File: src/rtl/seq_logic_pkg.sv
// Shared types and defaults for the slice-serial logic unit.
package seq_logic_pkg;

  typedef enum logic [1:0] {
    OP_AND = 2'b00,
    OP_OR  = 2'b01,
    OP_XOR = 2'b10,
    OP_NOR = 2'b11
  } op_t;

  typedef enum logic [1:0] {
    ST_IDLE = 2'b00,
    ST_RUN  = 2'b01,
    ST_DONE = 2'b10
  } state_t;

  localparam int DEF_WIDTH = 32;
  localparam int DEF_SLICE = 8;

endpackage

File: src/rtl/seq_logic_unit_logic_slice.sv
// One SLICE-wide bitwise gate array, reused every cycle by the top.
module logic_slice
  import seq_logic_pkg::*;
#(
  parameter int SLICE = DEF_SLICE
) (
  input  op_t              op,
  input  logic [SLICE-1:0] a,
  input  logic [SLICE-1:0] b,
  output logic [SLICE-1:0] y
);

  // Select the requested bitwise function.
  always_comb begin
    y = '0;
    case (op)
      OP_AND:  y = a & b;
      OP_OR:   y = a | b;
      OP_XOR:  y = a ^ b;
      OP_NOR:  y = ~(a | b);
      default: y = '0;
    endcase
  end

endmodule

File: src/rtl/seq_logic_unit.sv
// Slice-serial bitwise logic unit (AND/OR/XOR/NOR), LSB slice first.
// Optional parity output enabled by defining SEQ_LOGIC_UNIT_PARITY_EN.
//
//   state   | meaning
//   --------+------------------------------------------------------------
//   IDLE    | waiting for start
//   RUN     | evaluating slice k each cycle, k = 0..N-1
//   DONE    | result/zero just loaded; start here begins the next operation
module seq_logic_unit
  import seq_logic_pkg::*;
#(
  parameter int WIDTH = DEF_WIDTH,
  parameter int SLICE = DEF_SLICE
) (
  input  logic             clk,
  input  logic             rst_n,
  input  logic             start,
  input  logic [1:0]       op,
  input  logic [WIDTH-1:0] input1,
  input  logic [WIDTH-1:0] input2,
  output logic             busy,
  output logic             done,
  output logic [WIDTH-1:0] result,
  output logic             zero
`ifdef SEQ_LOGIC_UNIT_PARITY_EN
  ,
  output logic             parity
`endif
);

  localparam int N  = WIDTH / SLICE;
  localparam int KW = (N > 1) ? $clog2(N) : 1;

  state_t            state, state_nxt;
  logic [KW-1:0]     k;
  op_t               op_q;
  logic [WIDTH-1:0]  a_q, b_q, acc, acc_nxt;
  logic [SLICE-1:0]  a_s, b_s, y_s;
  logic              last, launch;

  assign last   = (k == KW'(N - 1));
  // start is only honoured outside RUN
  assign launch = start && (state != ST_RUN);
  assign a_s    = a_q[int'(k)*SLICE +: SLICE];
  assign b_s    = b_q[int'(k)*SLICE +: SLICE];

  logic_slice #(.SLICE(SLICE)) u_slice (
    .op (op_q),
    .a  (a_s),
    .b  (b_s),
    .y  (y_s)
  );

  // Accumulator with the current slice merged in.
  always_comb begin
    acc_nxt = acc;
    acc_nxt[int'(k)*SLICE +: SLICE] = y_s;
  end

  // State register.
  always_ff @(posedge clk or negedge rst_n) begin
    if (!rst_n) state <= ST_IDLE;
    else        state <= state_nxt;
  end

  // Next-state logic.
  always_comb begin
    state_nxt = state;
    case (state)
      ST_IDLE: if (start) state_nxt = ST_RUN;
      ST_RUN:  if (last)  state_nxt = ST_DONE;
      ST_DONE: state_nxt = start ? ST_RUN : ST_IDLE;
      default: state_nxt = ST_IDLE;
    endcase
  end

  // Status outputs decoded straight from state.
  always_comb begin
    busy = 1'b0;
    done = 1'b0;
    busy = (state == ST_RUN);
    done = (state == ST_DONE);
  end

  // Operand capture, slice counter, accumulator and result registers.
  always_ff @(posedge clk or negedge rst_n) begin
    if (!rst_n) begin
      op_q   <= OP_AND;
      a_q    <= '0;
      b_q    <= '0;
      k      <= '0;
      acc    <= '0;
      result <= '0;
      zero   <= 1'b0;
`ifdef SEQ_LOGIC_UNIT_PARITY_EN
      parity <= 1'b0;
`endif
    end else if (launch) begin
      op_q <= op_t'(op);
      a_q  <= input1;
      b_q  <= input2;
      k    <= '0;
    end else if (state == ST_RUN) begin
      acc <= acc_nxt;
      if (last) begin
        result <= acc_nxt;
        zero   <= (acc_nxt == '0);
`ifdef SEQ_LOGIC_UNIT_PARITY_EN
        parity <= ^acc_nxt;
`endif
      end else begin
        k <= k + KW'(1);
      end
    end
  end

endmodule
File: config.mk
export PLATFORM = sky130hd
export DESIGN_NAME = seq_logic_unit
export DESIGN_NICKNAME = d
export VERILOG_FILES = /design/src/rtl/seq_logic_pkg.sv /design/src/rtl/seq_logic_unit_logic_slice.sv /design/src/rtl/seq_logic_unit.sv
export SDC_FILE = /design/constraint.sdc
export NUM_CORES = 1
export LEC_CHECK = 0
export ABC_CLOCK_PERIOD_IN_PS = 5000
export BUFFER_PORTS_ARGS = -buffer_cell sky130_fd_sc_hd__buf_2
export CAP_MARGIN = 20
export CORE_MARGIN = 4
export CORE_UTILIZATION = 57
export DETAILED_ROUTE_END_ITERATION = 10
export PLACE_DENSITY = 0.84
export SLEW_MARGIN = 20
export SYNTH_ARGS = -nofsm -noshare
export SYNTH_HDL_FRONTEND = slang
export SYNTH_HIERARCHICAL = 1
export SYNTH_SLANG_ARGS = --single-unit
File: constraint.sdc
create_clock -name clk -period 5 [get_ports clk]
set_input_delay 1.25 -clock clk [delete_from_list [all_inputs] [get_ports clk]]
set_output_delay 1.25 -clock clk [all_outputs]
set_load 0.02 [all_outputs]
==> impl_results.md, run 1 <==
- Worst reg-to-reg setup slack: between 800 and 900 ps
- Final hold vios: 0
- Core footprint: approximately 11000 um^2
- Die area: 13400 um^2
- Dpl hpwl: approximately 11 mm
- Total power: roughly 6300 uW
- Io pins: around 100
- Req. time, crit path: ~5300 ps
- Cells resized by post-CTS repair: 0
- Syn. warnings: 6
- Setup repair after global routing missed its margin: no
- ANT cells: 0
- Critical Path Fanout Max: 17
- Min-Delay Path Class: flip-flop to flip-flop
- Num CTS Buffers: 17
- Critical path endpoint: zero$_DFFE_PN0P_
- Hold Path Depth: 2
- Via Count: 4597
- GPL Wtd Cong: between 0.8 and 0.9
- Status: finished, final reports clean
- Final worst-path cycle share: between 80% and 90%
- Die H: 116 um
- Mapped Area: approximately 6600 um^2
- Initial Util: 58.2%
- DP Cell Count: approximately 760
- Clk buf depth: 2
- Clock sinks: approximately 140
- Die W: about 120 um
- Critical path endpoint category: flip-flop
- CP max-delay cell: dfrtp_1
- WL/cell: roughly 19 um
- Global-route wire length before repair: 24.4 mm
- Synth unique cells: between 50 and 60
- Worst hold path startpoint: result[17]$_DFFE_PN0P_
- Crit Path Category: flip-flop to flip-flop
- CP arrival: 4440 ps
- Cells after Synth: about 550
- Hold_ws: between 400 and 500 ps
- Max Freq: about 240 MHz
- MaxCap Viol Count: 0
- Largest net degree at the start of global routing: 75
- Worst R2R Start: k[0]$_DFFE_PN0P_
- Minimum clock period: between 4000 and 5000 ps
- Root buffer cell: clkbuf_16
- FFs w/ async S/R, synth: 100%
- Pwr/cell area: roughly 800 nW/um^2
- # DRC: 0
- R2R depth: 11
- P_leak: about 0.0037 uW
- 1st-pass router iterations: 4
- Worst Tran Pin Value: slightly above 1000 ps
- Overall routing resource usage: around a quarter
- Normalized max-slew margin: between 20% and 30%
- CTS tree: yes
- CP startpoint kind: flip-flop
- Most used cell, CP: mux2i_1
- Overall routed net length: about 15 mm
- Layout cells sized above 1: a little over a third
- Clock insertion delay at the later pin of the skew report: approximately 430 ps
- Antenna violations before repair: 0
- Via/cell ratio: a little under 6
- Slew Limit Fails: 0
- EDFF count, synth: 0
- IO Port Bufs: between 100 and 150
- CP Launch Point: k[0]$_DFFE_PN0P_
- Crit-path cells: buf_4 -> mux4_2 -> inv_1 -> ha_1 -> mux2i_1 -> mux2i_1 -> or2_4 -> or3_1 -> a2111oi_2 -> nand4_1 -> o31ai_1
- Antenna Nets Post-Route: 0
- Peak VDD IR: roughly 0.00046 V
- Area added between synthesis and finish: 17.6%
- Max stage delay on crit path: just over 800 ps
- Seq/Total Area, Yosys: just over 50%
- Setup bufs post-CTS: 0
- Flops & latches, synth: roughly 140
- Skew final: slightly above 7 ps
- Final Setup Violations: 0
- Worst-path clk slew: around 60 ps
- Site Rows: 39
- R2r endpoint: zero$_DFFE_PN0P_
- Starting DRC count in detailed routing: 288
- Number of hold buffers added after CTS: 0
- Nets: around 730
- Vias in the first global route: 4772
- Avg Inst Size Synth: between 10 and 15 um^2
- CTS H-Tree Depth: 4
- Dominant synthesized flop cell: dfrtp_1
- Syn nets: approximately 640
- Grt total ovfl: 0
- Non-Filler Instances: between 700 and 800
- Setup TNS: 0 ps
## per-layer routing
metal / up-vias / share of wire [%] / track usage (%)
met5: - / 0 / 0
met4: 0 / 2.2 / 9.28
met3: 30 / 6.4 / 7.31
met2: 147 / 51 / 40.1
met1: 2275 / 41 / 29.4
li1: 2145 / - / -
## worst max-delay path: cells and delay by family (launching register included)
family                   cells  cell delay (ps)
flip-flops                   1              830
adder cells (fa/ha/maj)      1              230
AO/OA/AOI/OAI                2              620
buffers and inverters        2              430
multiplexers                 3             1040
AND/OR/NAND/NOR              3              850
## worst min path at each step
| stage | end | slack [ps] |
|---|---|---|
| 3_3_place_gp | result[17]$_DFFE_PN0P_ | 460 |
| 2_1_floorplan | acc[13]$_DFFE_PN0P_ | 440 |
| 5_1_grt | result[10]$_DFFE_PN0P_ | 510 |
| 4_1_cts | result[17]$_DFFE_PN0P_ | 480 |
| 3_5_place_dp | result[17]$_DFFE_PN0P_ | 470 |
| 6_report | result[17]$_DFFE_PN0P_ | 470 |
## cell families (layout without fill, tap and decap cells)
group / count (synthesis) / count (layout) / synth area share, %
adders and majority gates: 22 / 22 / 4.14
and+or+nand+nor: 113 / 113 / 8.82
xor gates and xnor gates: 8 / 8 / 1.06
muxes: 100 / 100 / 19.4
DFF: 135 / 135 / 50.9
buffers and inverters: 63 / 165 / 4.65
AOI/OAI and AO/OA: 110 / 110 / 11.1
## cell usage in the layout (no fill, tap or decap), types with 2 or more instances in the layout
| master | netlist | layout |
|---|---|---|
| a21oi_1 | 25 | 25 |
| a221oi_1 | 5 | 5 |
| a22o_1 | 24 | 24 |
| a22o_2 | 4 | 4 |
| a22oi_1 | 2 | 2 |
| a31oi_1 | 5 | 5 |
| and2_1 | 4 | 4 |
| and3_1 | 2 | 2 |
| buf_2 | 2 | 102 |
| buf_4 | 2 | 7 |
| bufinv_16 | 0 | 4 |
| clkbuf_1 | 26 | 2 |
| clkbuf_16 | 0 | 17 |
| clkinv_2 | 0 | 2 |
| clkinvlp_4 | 0 | 5 |
| dfrtp_1 | 135 | 135 |
| ha_1 | 22 | 22 |
| inv_1 | 22 | 22 |
| mux2_2 | 68 | 68 |
| mux2i_1 | 16 | 15 |
| mux4_2 | 16 | 16 |
| nand2_1 | 40 | 39 |
| nor2_1 | 17 | 17 |
| nor2b_1 | 25 | 25 |
| nor3_1 | 5 | 5 |
| nor4_1 | 3 | 3 |
| o21a_1 | 2 | 2 |
| o21ai_0 | 28 | 28 |
| o21ai_1 | 4 | 4 |
| o22ai_1 | 2 | 2 |
| or3_1 | 3 | 3 |
| xor2_1 | 8 | 8 |
## final cells by class
type	count	area, um^2
Clock buffer	20	447
Clock inverter	12	176
Fill cell	831	3610
Inverter	23	86.3
Multi-Input combinational cell	353	2960
Sequential cell	135	3380
Tap cell	143	179
Timing Repair Buffer	110	583
## synthesized netlist by cell type, types with 2 or more instances
cell type | count | area (um^2)
and2_1 | 4 | 25.0
clkbuf_8 | 2 | 27.5
buf_6 | 3 | 33.8
nand2_1 | 40 | 150
nor2b_1 | 25 | 156
mux2i_1 | 16 | 160
mux4_2 | 16 | 360
nor3_1 | 5 | 25.0
o21ai_1 | 4 | 20.0
a31oi_1 | 5 | 31.3
nor4_1 | 3 | 18.8
and3_1 | 2 | 12.5
o21ai_0 | 28 | 140
a22o_1 | 24 | 210
a22o_2 | 4 | 40.0
inv_1 | 22 | 82.6
a22oi_1 | 2 | 15.0
clkbuf_1 | 26 | 97.6
buf_4 | 2 | 15.0
o22ai_1 | 2 | 12.5
a21oi_1 | 25 | 125
dfrtp_1 | 135 | 3380
xor2_1 | 8 | 70.1
or3_1 | 3 | 18.8
a221oi_1 | 5 | 43.8
buf_2 | 2 | 10.0
o21a_1 | 2 | 15.0
nor2_1 | 17 | 63.8
mux2_2 | 68 | 766
ha_1 | 22 | 275
clkbuf_2 | 3 | 15.0
## state kept, by name, indices dropped and copies added, names as in the netlist
signal  count
b_q        32
acc        32
op_q        2
zero        1
a_q        32
result     32
k           2
state       2
## power by group
group	switching, uW	total [uW]	internal (uW)
sequential	425	2030	1610
combinational	1640	2960	1320
clock	472	1320	845
total	2540	6310	3770
## per-stage QoR
stage / cell area [um^2] / util (%) / worst slack [ps]
global route: 7810 / 68.4 / 658
detailed placement: 7180 / 62.9 / 911
CTS: 7810 / 68.4 / 895
finish: 7810 / 68.4 / 900
floorplan: 6640 / - / 1130
global placement: 7180 / 62.9 / 1040
(Power assumes the default switching activity.)
==> run 2: changes to the inputs <==
ABC_CLOCK_PERIOD_IN_PS = 4100   (was 5000)
clock period = 4.1 ns   (was 5 ns; I/O delays follow)
==> run 2 against run 1 <==
Compared with the run above: utilization up 0.066 points; final cell count up 0.88%; via count is 1.9% higher; critical path type unchanged; critical endpoint unchanged; largest cell class unchanged; highest routed layer unchanged.
==> impl_results.md, run 2 (same netlist as run 1, synthesis figures left out) <==
- Status: finished, final reports clean
- Final Setup Violations: 0 (unchanged)
- Minimum clock period: 3600 ps (-496 ps)
- Critical path endpoint category: flip-flop
- Overall routed net length: 15.4 mm (+1.3%)
- Root buffer cell: clkbuf_16
- Area added between synthesis and finish: 17.7% (about the same)
- Antenna Nets Post-Route: 0 (unchanged)
- Multi-input gate area: 2960 um^2 (-0.13%)
- P_leak: 0.00375 uW (+0.88%)
- Met3 global-route usage: 6.58% (-0.73 points)
- Io pins: 104 (unchanged)
- Met2 Use GR: 42.2% (+2.1 points)
- CP startpoint kind: flip-flop
- Crit Path Category: flip-flop to flip-flop
- CTS H-Tree Depth: 4 (unchanged)
- WL/cell: 19.2 um (+0.46%)
- Die H: 116 um (unchanged)
- Critical Path Fanout Max: 12 (-5)
- Worst Tran Pin Value: 858 ps (-171 ps)
- Global-route wire length before repair: 25.6 mm (+5.1%)
- Final core occ: 68.5% (about the same)
- ANT cells: 0 (unchanged)
- IO Port Bufs: 103 (unchanged)
- Req. time, crit path: 4430 ps (-910 ps)
- WP buf/inv: 2 (unchanged)
- Setup repair after global routing missed its margin: no
- Fill count: 833 (+0.24%)
- MaxCap Viol Count: 0 (unchanged)
- Nets: 740 (+1.2%)
- Layer with the highest usage: met2
- Cells resized by post-CTS repair: 0 (unchanged)
- Slew Limit Fails: 0 (unchanged)
- Clock insertion delay at the later pin of the skew report: 410 ps (-20 ps)
- Initial Util: 58.2% (unchanged)
- Clk buf depth: 2 (unchanged)
- Antenna violations before repair: 0 (unchanged)
- CP max-delay cell: or4_4
- # DRC: 0 (unchanged)
- Clock sinks: 135 (unchanged)
- Site Rows: 39 (unchanged)
- Number of hold buffers added after CTS: 0 (unchanged)
- Worst-path clk slew: 60 ps (about the same)
- Met1 Use GR: 31.2% (+1.8 points)
- Most used cell, CP: mux2i_1
- Setup bufs post-CTS: 0 (unchanged)
- Most frequent cells in the layout: 135 x dfrtp_1, 102 x buf_2, 68 x mux2_2, 39 x nand2_1, 28 x o21ai_0
- Total power: 7670 uW (+22%)
- Normalized max-slew margin: 42.8% (+13 points)
- Via Count: 4686 (+1.9%)
- Layout cells sized above 1: 37.3% (+0.83 points)
- Dpl hpwl: 10.9 mm (+0.44%)
- Num CTS Buffers: 17 (unchanged)
- CTS tree: yes
- Max Freq: 277 MHz (+14%)
- Grt total ovfl: 0 (unchanged)
- Commonest non-fill, non-tap cell in the layout: dfrtp_1
- DP Cell Count: 773 (+1.2%)
- Final worst-path cycle share: 87.9% (+5.9 points)
- Die area: 13400 um^2 (unchanged)
- Setup TNS: 0 ps (unchanged)
- Final hold vios: 0 (unchanged)
- 1st-pass router iterations: 5 (+1)
- Non-Filler Instances: 803 (+0.88%)
- Vias in the first global route: 4931 (+3.3%)
- CP arrival: 3930 ps (-510 ps)
- Starting DRC count in detailed routing: 274 (-4.9%)
- Max stage delay on crit path: 560 ps (-270 ps)
- Crit-path cells: buf_12 -> mux4_2 -> inv_1 -> ha_1 -> mux2i_1 -> mux2i_1 -> or4_4 -> or3_1 -> a2111oi_2 -> nand4_1 -> o31ai_1
- Via/cell ratio: 5.84 (+1.0%)
- Largest net degree at the start of global routing: 69 (-8.0%)
- Core footprint: 11400 um^2 (unchanged)
- GPL Wtd Cong: 0.906 (+3.5%)
- Peak VDD IR: 0.000543 V (+17%)
- Overall routing resource usage: 24.8% (+0.80 points)
- Register Area: 3380 um^2 (unchanged)
- Skew final: 8.13 ps (+0.996 ps)
- Die W: 116 um (unchanged)
- Pwr/cell area: 982 nW/um^2 (+22%)
- Worst path top cell family by delay: simple AND/OR/NAND/NOR gates
- Min-Delay Path Class: flip-flop to flip-flop
## run 2: layer usage
metal  vias to the layer above  share of wire (%)
met5                         -                  0
met4                         0                1.9
met3                        24                7.1
met2                       197                 52
met1                      2299                 39
li1                       2166                  -
## run 2: report_power, final
part	total (uW)	internal, uW	switching [uW]
Clock	1450	902	546
Combinational	3790	1700	2090
Sequential	2430	1960	471
Total	7670	4570	3100
## run 2: area by class of cell
type / instances / share of cell area (%)
Sequential cell: 135 / 43.2
Inverter: 23 / 1.10
Timing Repair Buffer: 119 / 8.32
Tap cell: 143 / 2.29
Clock inverter: 8 / 0.928
Clock buffer: 22 / 6.32
Multi-Input combinational cell: 353 / 37.8
## run 2: worst min-delay path, delay by kind of cell (launching register included)
family / cells / cell delay, ps
simple gates: 1 / 50
flops: 1 / 330
compound gates: 1 / 60
## run 2: stage by stage
step	cell area, um^2	hold WS [ps]	setup slack (ps)
floorplan	6640	442	226
global placement	7250	457	583
detailed placement	7250	465	476
CTS	7820	481	463
global route	7820	510	277
finish	7820	472	496
## run 2: worst paths after layout
path / startpoint / endpoint / slack, ps / cells past startpoint
max: k[0]$_DFFE_PN0P_ / zero$_DFFE_PN0P_ / 500 / 11
min: result[30]$_DFFE_PN0P_ / result[30]$_DFFE_PN0P_ / 470 / 2
max reg2reg: k[0]$_DFFE_PN0P_ / zero$_DFFE_PN0P_ / 500 / 11
min reg2reg: result[30]$_DFFE_PN0P_ / result[30]$_DFFE_PN0P_ / 470 / 2
max in group asynchronous: rst_n / acc[4]$_DFFE_PN0P_ / 2430 / 2
min in group asynchronous: rst_n / acc[31]$_DFFE_PN0P_ / 730 / 1
